--- src/rtl/irrigation_countdown.sv ---
// Down-counting BCD irrigation timer (MM:SS, 00:00..99:59) with preset load,
// run/pause control and a completion pulse for the valve controller.
module irrigation_countdown #(
   parameter int TICK_DIV = 50000000
) (
   input  logic       clk,
   input  logic       clear,
   input  logic       load,
   input  logic       start,
   input  logic       pause,
   input  logic [3:0] pre_mt,
   input  logic [3:0] pre_mu,
   input  logic [3:0] pre_st,
   input  logic [3:0] pre_su,
   output logic [3:0] dig_mt,
   output logic [3:0] dig_mu,
   output logic [3:0] dig_st,
   output logic [3:0] dig_su,
   output logic       running,
   output logic       done,
   output logic       load_err
);

   localparam int PW = (TICK_DIV > 1) ? $clog2(TICK_DIV) : 1;
   localparam logic [PW-1:0] PRESC_LAST = PW'(TICK_DIV - 1);

   typedef enum logic [1:0] {IDLE, RUN, PAUSE, DONE} state_t;

   state_t        state, state_n;
   logic [PW-1:0] presc, presc_n;
   logic [3:0]    mt, mu, st, su;
   logic [3:0]    mt_n, mu_n, st_n, su_n;
   logic [3:0]    dec_mt, dec_mu, dec_st, dec_su;
   logic          done_n, err_n;
   logic          preset_ok, is_zero, dec_zero, take_pause;

   // One-second borrow chain: each digit wraps to its maximum and borrows upward.
   always_comb begin
      dec_mt = mt;
      dec_mu = mu;
      dec_st = st;
      dec_su = su - 4'd1;
      if (su == 4'd0) begin
         dec_su = 4'd9;
         dec_st = st - 4'd1;
         if (st == 4'd0) begin
            dec_st = 4'd5;
            dec_mu = mu - 4'd1;
            if (mu == 4'd0) begin
               dec_mu = 4'd9;
               dec_mt = mt - 4'd1;
            end
         end
      end
   end

   assign preset_ok  = (pre_mt <= 4'd9) && (pre_mu <= 4'd9) &&
                       (pre_st <= 4'd5) && (pre_su <= 4'd9);
   assign is_zero    = (mt == 4'd0) && (mu == 4'd0) && (st == 4'd0) && (su == 4'd0);
   assign dec_zero   = (dec_mt == 4'd0) && (dec_mu == 4'd0) &&
                       (dec_st == 4'd0) && (dec_su == 4'd0);
   // A load or start in the same cycle masks pause, even where they are ignored.
   assign take_pause = pause && !load && !start;

   always_comb begin
      state_n = state;
      presc_n = presc;
      mt_n    = mt;
      mu_n    = mu;
      st_n    = st;
      su_n    = su;
      done_n  = 1'b0;
      err_n   = 1'b0;
      case (state)
         IDLE, DONE: begin
            if (load) begin
               if (preset_ok) begin
                  mt_n    = pre_mt;
                  mu_n    = pre_mu;
                  st_n    = pre_st;
                  su_n    = pre_su;
                  state_n = IDLE;
               end else begin
                  err_n = 1'b1;
               end
            end else if (start && state == IDLE) begin
               if (is_zero) begin
                  state_n = DONE;
                  done_n  = 1'b1;
               end else begin
                  state_n = RUN;
                  presc_n = '0;
               end
            end
         end
         RUN: begin
            if (take_pause) begin
               state_n = PAUSE;
            end else if (presc == PRESC_LAST) begin
               presc_n = '0;
               mt_n    = dec_mt;
               mu_n    = dec_mu;
               st_n    = dec_st;
               su_n    = dec_su;
               if (dec_zero) begin
                  state_n = DONE;
                  done_n  = 1'b1;
               end
            end else begin
               presc_n = presc + 1'b1;
            end
         end
         PAUSE: begin
            if (take_pause) begin
               state_n = RUN;
            end
         end
         default: state_n = IDLE;
      endcase
   end

   always_ff @(posedge clk or posedge clear) begin
      if (clear) begin
         state    <= IDLE;
         presc    <= '0;
         mt       <= 4'd0;
         mu       <= 4'd0;
         st       <= 4'd0;
         su       <= 4'd0;
         done     <= 1'b0;
         load_err <= 1'b0;
      end else begin
         state    <= state_n;
         presc    <= presc_n;
         mt       <= mt_n;
         mu       <= mu_n;
         st       <= st_n;
         su       <= su_n;
         done     <= done_n;
         load_err <= err_n;
      end
   end

   assign running = (state == RUN);
   assign dig_mt  = mt;
   assign dig_mu  = mu;
   assign dig_st  = st;
   assign dig_su  = su;

endmodule

--- config.mk ---
export PLATFORM = sky130hd
export DESIGN_NAME = irrigation_countdown
export DESIGN_NICKNAME = d
export VERILOG_FILES = /design/src/rtl/irrigation_countdown.sv
export SDC_FILE = /design/constraint.sdc
export NUM_CORES = 1
export LEC_CHECK = 0
export ABC_AREA = 1
export BUFFER_PORTS_ARGS = -buffer_cell sky130_fd_sc_hd__buf_2
export CAP_MARGIN = 25
export CELL_PAD_IN_SITES_DETAIL_PLACEMENT = 0
export CELL_PAD_IN_SITES_GLOBAL_PLACEMENT = 1
export CORE_ASPECT_RATIO = 0.6
export CORE_MARGIN = 8
export CORE_UTILIZATION = 38
export DETAILED_ROUTE_END_ITERATION = 7
export PLACE_DENSITY_LB_ADDON = 0.1
export SYNTH_ARGS = -nofsm -noshare
export SYNTH_HDL_FRONTEND = slang
export SYNTH_SLANG_ARGS = --single-unit
export TNS_END_PERCENT = 100
--- constraint.sdc ---
create_clock -name clk -period 1.7 [get_ports clk]
set_input_delay 0.255 -clock clk [delete_from_list [all_inputs] [get_ports clk]]
set_output_delay 0.255 -clock clk [all_outputs]
set_load 0.03 [all_outputs]
# Yosys cells after proc, flatten, opt, wreduce, memory -nomap -nowiden
# Index checks and enable logic that the tools add are counted.
dict set report word_totals {
  regBits 46
  input_bits 21
  output_inout_bits 19
  word_cells 115
}
dict set report classes {
  addsub 5
  magnitude_cmp 4
  eq_ne 16
  muxes 54
  n_reduce_logical 28
}
# op count
set ops {}
lappend ops {{26-bit two-way mux} 5}
lappend ops {{4-bit two-way mux} 25}
lappend ops {{26-bit case mux with 2 select lines} 1}
lappend ops {{4-bit logical NOT} 8}
lappend ops {{4-bit case mux with 2 select lines} 4}
lappend ops {{26-bit by 1-bit adder with 26-bit output, second input constant} 1}
lappend ops {{26-bit equality test, second input constant} 1}
lappend ops {{2-bit two-way mux} 8}
lappend ops {{4-bit by 1-bit subtractor with 4-bit output, second input constant} 4}
lappend ops {{5-bit AND reduction} 3}
lappend ops {{2-bit != test, second input constant} 7}
lappend ops {{4-bit <= comparator, second input constant} 3}
lappend ops {{1-bit logical AND} 12}
lappend ops {{1-bit two-way mux} 9}
lappend ops {{3-bit by 1-bit != test with 1-bit output, second input constant} 2}
lappend ops {{3-bit != test, second input constant} 2}
lappend ops {{2-bit case mux with 3 select lines} 1}
lappend ops {{2-bit equality test, second input constant} 2}
lappend ops {{4-bit by 3-bit <= comparator with 1-bit output, second input constant} 1}
lappend ops {{2-bit by 1-bit equality test with 1-bit output, second input constant} 1}
lappend ops {{1-bit logical NOT} 2}
lappend ops {{2-bit logical NOT} 1}
lappend ops {{2-bit by 1-bit != test with 1-bit output, second input constant} 1}
lappend ops {{1-bit case mux with 2 select lines} 1}
lappend ops {{other kinds (2)} 2}

# Longest topological paths before layout
dict set report logic_depth {
  depth_word 12
  mapped_depth 14
  depth_no_buf 14
}

# Least setup slack after synthesis
# No wires, ideal clock.
dict set report synth_path {
  path_type {flip-flop to flip-flop}
  start {register state[1]}
  end {register presc[15]}
  setup_time_ns 0.120
  arrival_ns 1.770
  t_required_ns 1.580
  path_slack_ns -0.190
  stages_incl_launch_ff 11
  n_path_buf 1
  cell_sequence {dfrtp_1 -> inv_1 -> ha_1 -> clkinv_1 -> nor2_1 -> nor2_1 -> a21boi_2 -> buf_6 -> nand2_1 -> nand2_1 -> and3_1}
}
dict set report synth_via {
  word_cells_on_any_way 12
}
# item line
set synth_lines {}
lappend synth_lines {{from (decl)} 29} ;# state_t state, state_n;
lappend synth_lines {{from (signal assigned)} 133} ;# state <= state_n;
lappend synth_lines {{2-bit by 1-bit equality test with 1-bit output (*)} --}
lappend synth_lines {{named net running} 19} ;# output logic running,
lappend synth_lines {{2-bit != test (no source line) or 2-bit nonzero test (tied branches)} --}
lappend synth_lines {{5-bit AND reduction (no source line)} --}
lappend synth_lines {{to (signal assigned)} 134} ;# presc <= presc_n;
lappend synth_lines {{to (decl)} 30} ;# logic [PW-1:0] presc, presc_n;
# The timed path passes the listed nets; every way through them passes the cells marked *.
# A chain may end at the register's enable or synchronous reset.

# Worst setup path after layout
dict set report layout_path {
  start {register presc[0]}
  end {register mt[0], in the netlist dig_mt[0]}
}
dict set report layout_via {
  elab_chain_len 3
}
# item line
set layout_rtl {}
lappend layout_rtl {{26-bit equality test} 99} ;# end else if (presc == PRESC_LAST) begin
lappend layout_rtl {{2-bit by 1-bit != test with 1-bit output (no source line)} --}
lappend layout_rtl {{5-bit AND reduction (no source line)} --}
lappend layout_rtl {{to (signal assigned)} 135} ;# mt <= mt_n;
lappend layout_rtl {{to (decl)} 31} ;# logic [3:0] mt, mu, st, su;
# Every way passes these cells.

==> impl_metrics.env <==
export IMPL_synth_seq_cells=46
export IMPL_syn_inst=487
export IMPL_grt_pass1_wl_um=18600
export IMPL_power_switching_mw=3.59
export IMPL_p_leak_nw=2.42
export IMPL_cpPeakStageDelay_ps=360
export IMPL_finalHoldViolations=15
export IMPL_setup_viol=41
export IMPL_worstPathMaxFanout=8
export IMPL_outcome="complete, but fails checks"
export IMPL_yosysMostFrequentCell="nand2_1"
export IMPL_synth_cell_types=37
export IMPL_synth_ff_type="dfrtp_1"
export IMPL_relSlewSlack=0.784
export IMPL_max_freq_ghz=0.557
export IMPL_io_buffers=39
export IMPL_start_util=0.393
export IMPL_clkLatencyLatePin_ps=300
export IMPL_switching_share=0.451
export IMPL_fin_crit_ps=1800
export IMPL_num_vias=3853
export IMPL_die_y_um=88.9
export IMPL_grt_total_usage=0.198
export IMPL_rows=26
export IMPL_ys_seq_area_frac=0.342
export IMPL_synthToLayoutAreaGrowth_pct=52.5
export IMPL_postRouteAntennaNets=0
export IMPL_p_comb_frac=0.658
export IMPL_tightest_slew_ps=321
export IMPL_globalplace_congestion=0.900
export IMPL_finalPower_mw=7.97
export IMPL_startpoint_type="flip-flop"
export IMPL_drc=0
export IMPL_drtPass1Iterations=5
export IMPL_cp_end_kind="flip-flop"
export IMPL_synth_edff_count=0
export IMPL_async_flop_share=1.00
export IMPL_synth_top_area_share=0.342
export IMPL_fp_coreArea_mm2=0.00856
export IMPL_cts_tree="yes"
export IMPL_failed_checks="negative hold slack, negative setup slack"
export IMPL_cts_buffer_depth=2
export IMPL_routed_wl_um=12200
export IMPL_clk_pin_slew_worst_paths_ps=60
export IMPL_fill_cells=817
export IMPL_syn_area_mm2=0.00336
export IMPL_final_nets=674
export IMPL_cellPowerDensity_mw_per_mm2=1550
export IMPL_grt_pass1_vias=3544
export IMPL_worst_hold_slack_ps=-3.58
export IMPL_slowest_stage="dfrtp_1"
export IMPL_clockPowerShare=0.142
export IMPL_numCtsBuffers=5
export IMPL_grt_max_degree=47
export IMPL_root_buffer="clkbuf_16"
export IMPL_drt_iter0_markers=365
export IMPL_place_inst=734
export IMPL_worst_ep_required_time_ps=1920
export IMPL_drv_cap=0
export IMPL_synth_area_top_cells="dfrtp_1 34%, nand2_1 13%, inv_1 6.9%"
export IMPL_synth_warnings=0
export IMPL_viasPerCell=5.07
export IMPL_fin_skew_ps=4.54
export IMPL_antenna_cells=0
export IMPL_dieArea_mm2=0.0122
export IMPL_synth_area_per_cell_um2=6.91
export IMPL_yosysTopAreaCell="dfrtp_1"
export IMPL_worst_slack_ps=-96.0
export IMPL_arrival_ps=2010
export IMPL_fin_crit_sh=1.06
export IMPL_synth_fp_nets=514
export IMPL_antenna_found_initial=0
export IMPL_min_path_type="input pin to async pin"
export IMPL_htree_num_levels=2
export IMPL_io_pin_count=40
export IMPL_instances_no_fill=760
export IMPL_setup_tns_ps=-1920
export IMPL_vdd_drop_max_mv=0.931
export IMPL_p_int_mw=4.38
export IMPL_die_w_um=137
export IMPL_grt_overflow_total=0
export IMPL_crit_type="flip-flop to flip-flop"
export IMPL_rsz0062_at_grt="true"
export IMPL_clock_sinks=46
export IMPL_layout_drive_gt1_share=0.401
export IMPL_final_max_slew_viol_count=0
export IMPL_path_cells="ha_2 > nand2_2 > nor2_4 > inv_2 > nor4_4 > nand3_2 > nand2_2 > nand2_4 > inv_4 > buf_12 > o21ai_1 > o21ai_1"
export IMPL_detail_route_wl_per_cell_um=16.0
export IMPL_synthTopCellsByCount="117 x nand2_1, 62 x inv_1, 46 x dfrtp_1"
export IMPL_seqPwrFrac=0.199
export IMPL_hpwl_um=9000
worst max-delay path, delay by kind of cell (launching register included):
kind            cells  cell delay [ps]
simple gates        6              680
fa+ha+maj           1              200
flops               1              360
compound gates      2              190
buf+inv             3              290
metrics by stage:
stage          utilization  hold slack [ps]  instance area, um^2  worst slack [ps]
4_1_cts              0.574             1.77                 4910             -79.1
5_1_grt              0.600             16.3                 5130              -186
6_report             0.600            -3.58                 5130             -96.0
3_5_place_dp         0.526              314                 4500              -208
2_1_floorplan            -              421                 3390             -26.5
3_3_place_gp         0.526              314                 4500              -167
registers in the layout (all words and copies together), names as in the netlist:
signal    flops
state         2
done          1
dig_mu        4
dig_st        4
dig_su        4
dig_mt        4
load_err      1
presc        26
metal layers:
layer  track usage  wire length [um]  vias up
li1              -                 -     1919
met1         0.323              6710     1790
met2         0.247              4440      138
met3        0.0408               944        6
met4        0.0363                77        0
met5             0                 0        -
cells in the final DEF, fill, tap and decap left out, drive strengths merged, types with 2 or more instances in the layout:
cell type,instances
or2,2
inv,67
xor2,13
dfrtp,46
a21oi,10
nor3,22
nor2,54
o31ai,5
nand2,127
nand3,28
nand4,20
o21ai,56
nor4,4
nand3b,2
buf,164
a31oi,2
clkbuf,10
ha,6
o21a,4
area by class of cell:
class | count | area, um^2 | share of cell area
Multi-Input combinational cell | 359 | 2090 | 0.408
Timing Repair Buffer | 167 | 1320 | 0.257
Sequential cell | 46 | 1160 | 0.226
Inverter | 68 | 259 | 0.0505
Tap cell | 112 | 140 | 0.0273
Clock buffer | 7 | 133 | 0.0258
Clock inverter | 1 | 30.0 | 0.00585
power groups by stage:
stage	logic, mW	clock network [mW]	registers (mW)
after floorplan	1.94	0	1.99
after global placement	4.22	0	1.55
after detailed placement	4.23	0	1.56
after CTS	4.77	1.16	1.57
after global routing	5.63	1.21	1.62
final	5.24	1.13	1.59
kinds of logic (layout without fill, tap and decap cells):
| logic type | count (synthesis) | in the layout | share of synthesized area |
|---|---|---|---|
| buf+inv | 82 | 243 | 0.106 |
| flops | 46 | 46 | 0.342 |
| fa+ha+maj | 6 | 6 | 0.0223 |
| xor+xnor | 13 | 13 | 0.0338 |
| simple gates | 261 | 261 | 0.368 |
| compound gates | 79 | 79 | 0.128 |
worst paths after layout:
| kind | from | end | slack [ps] | cells after the start |
|---|---|---|---|---|
| max | presc[0] | dig_mt[0] | -100 | 12 |
| min | clear | presc[11] | -4 | 3 |
| max reg2reg | presc[0] | dig_mt[0] | -100 | 12 |
| min reg2reg | presc[5] | presc[5] | 540 | 1 |
| max in group asynchronous | clear | dig_su[3] | 1460 | 3 |
| min in group clk | pre_mt[0] | dig_mt[0] | 250 | 3 |
repair_timing:
| item | in CTS | in global routing |
|---|---|---|
| setup endpoints to repair | 45 | 45 |
| pin swaps | 10 | 24 |
| buffers inserted | 11 | 4 |
| hold buffers | 0 | 0 |
| gates cloned | 1 | 3 |
| resized for setup | 44 | 39 |
Power figures use the tool's default switching activity.
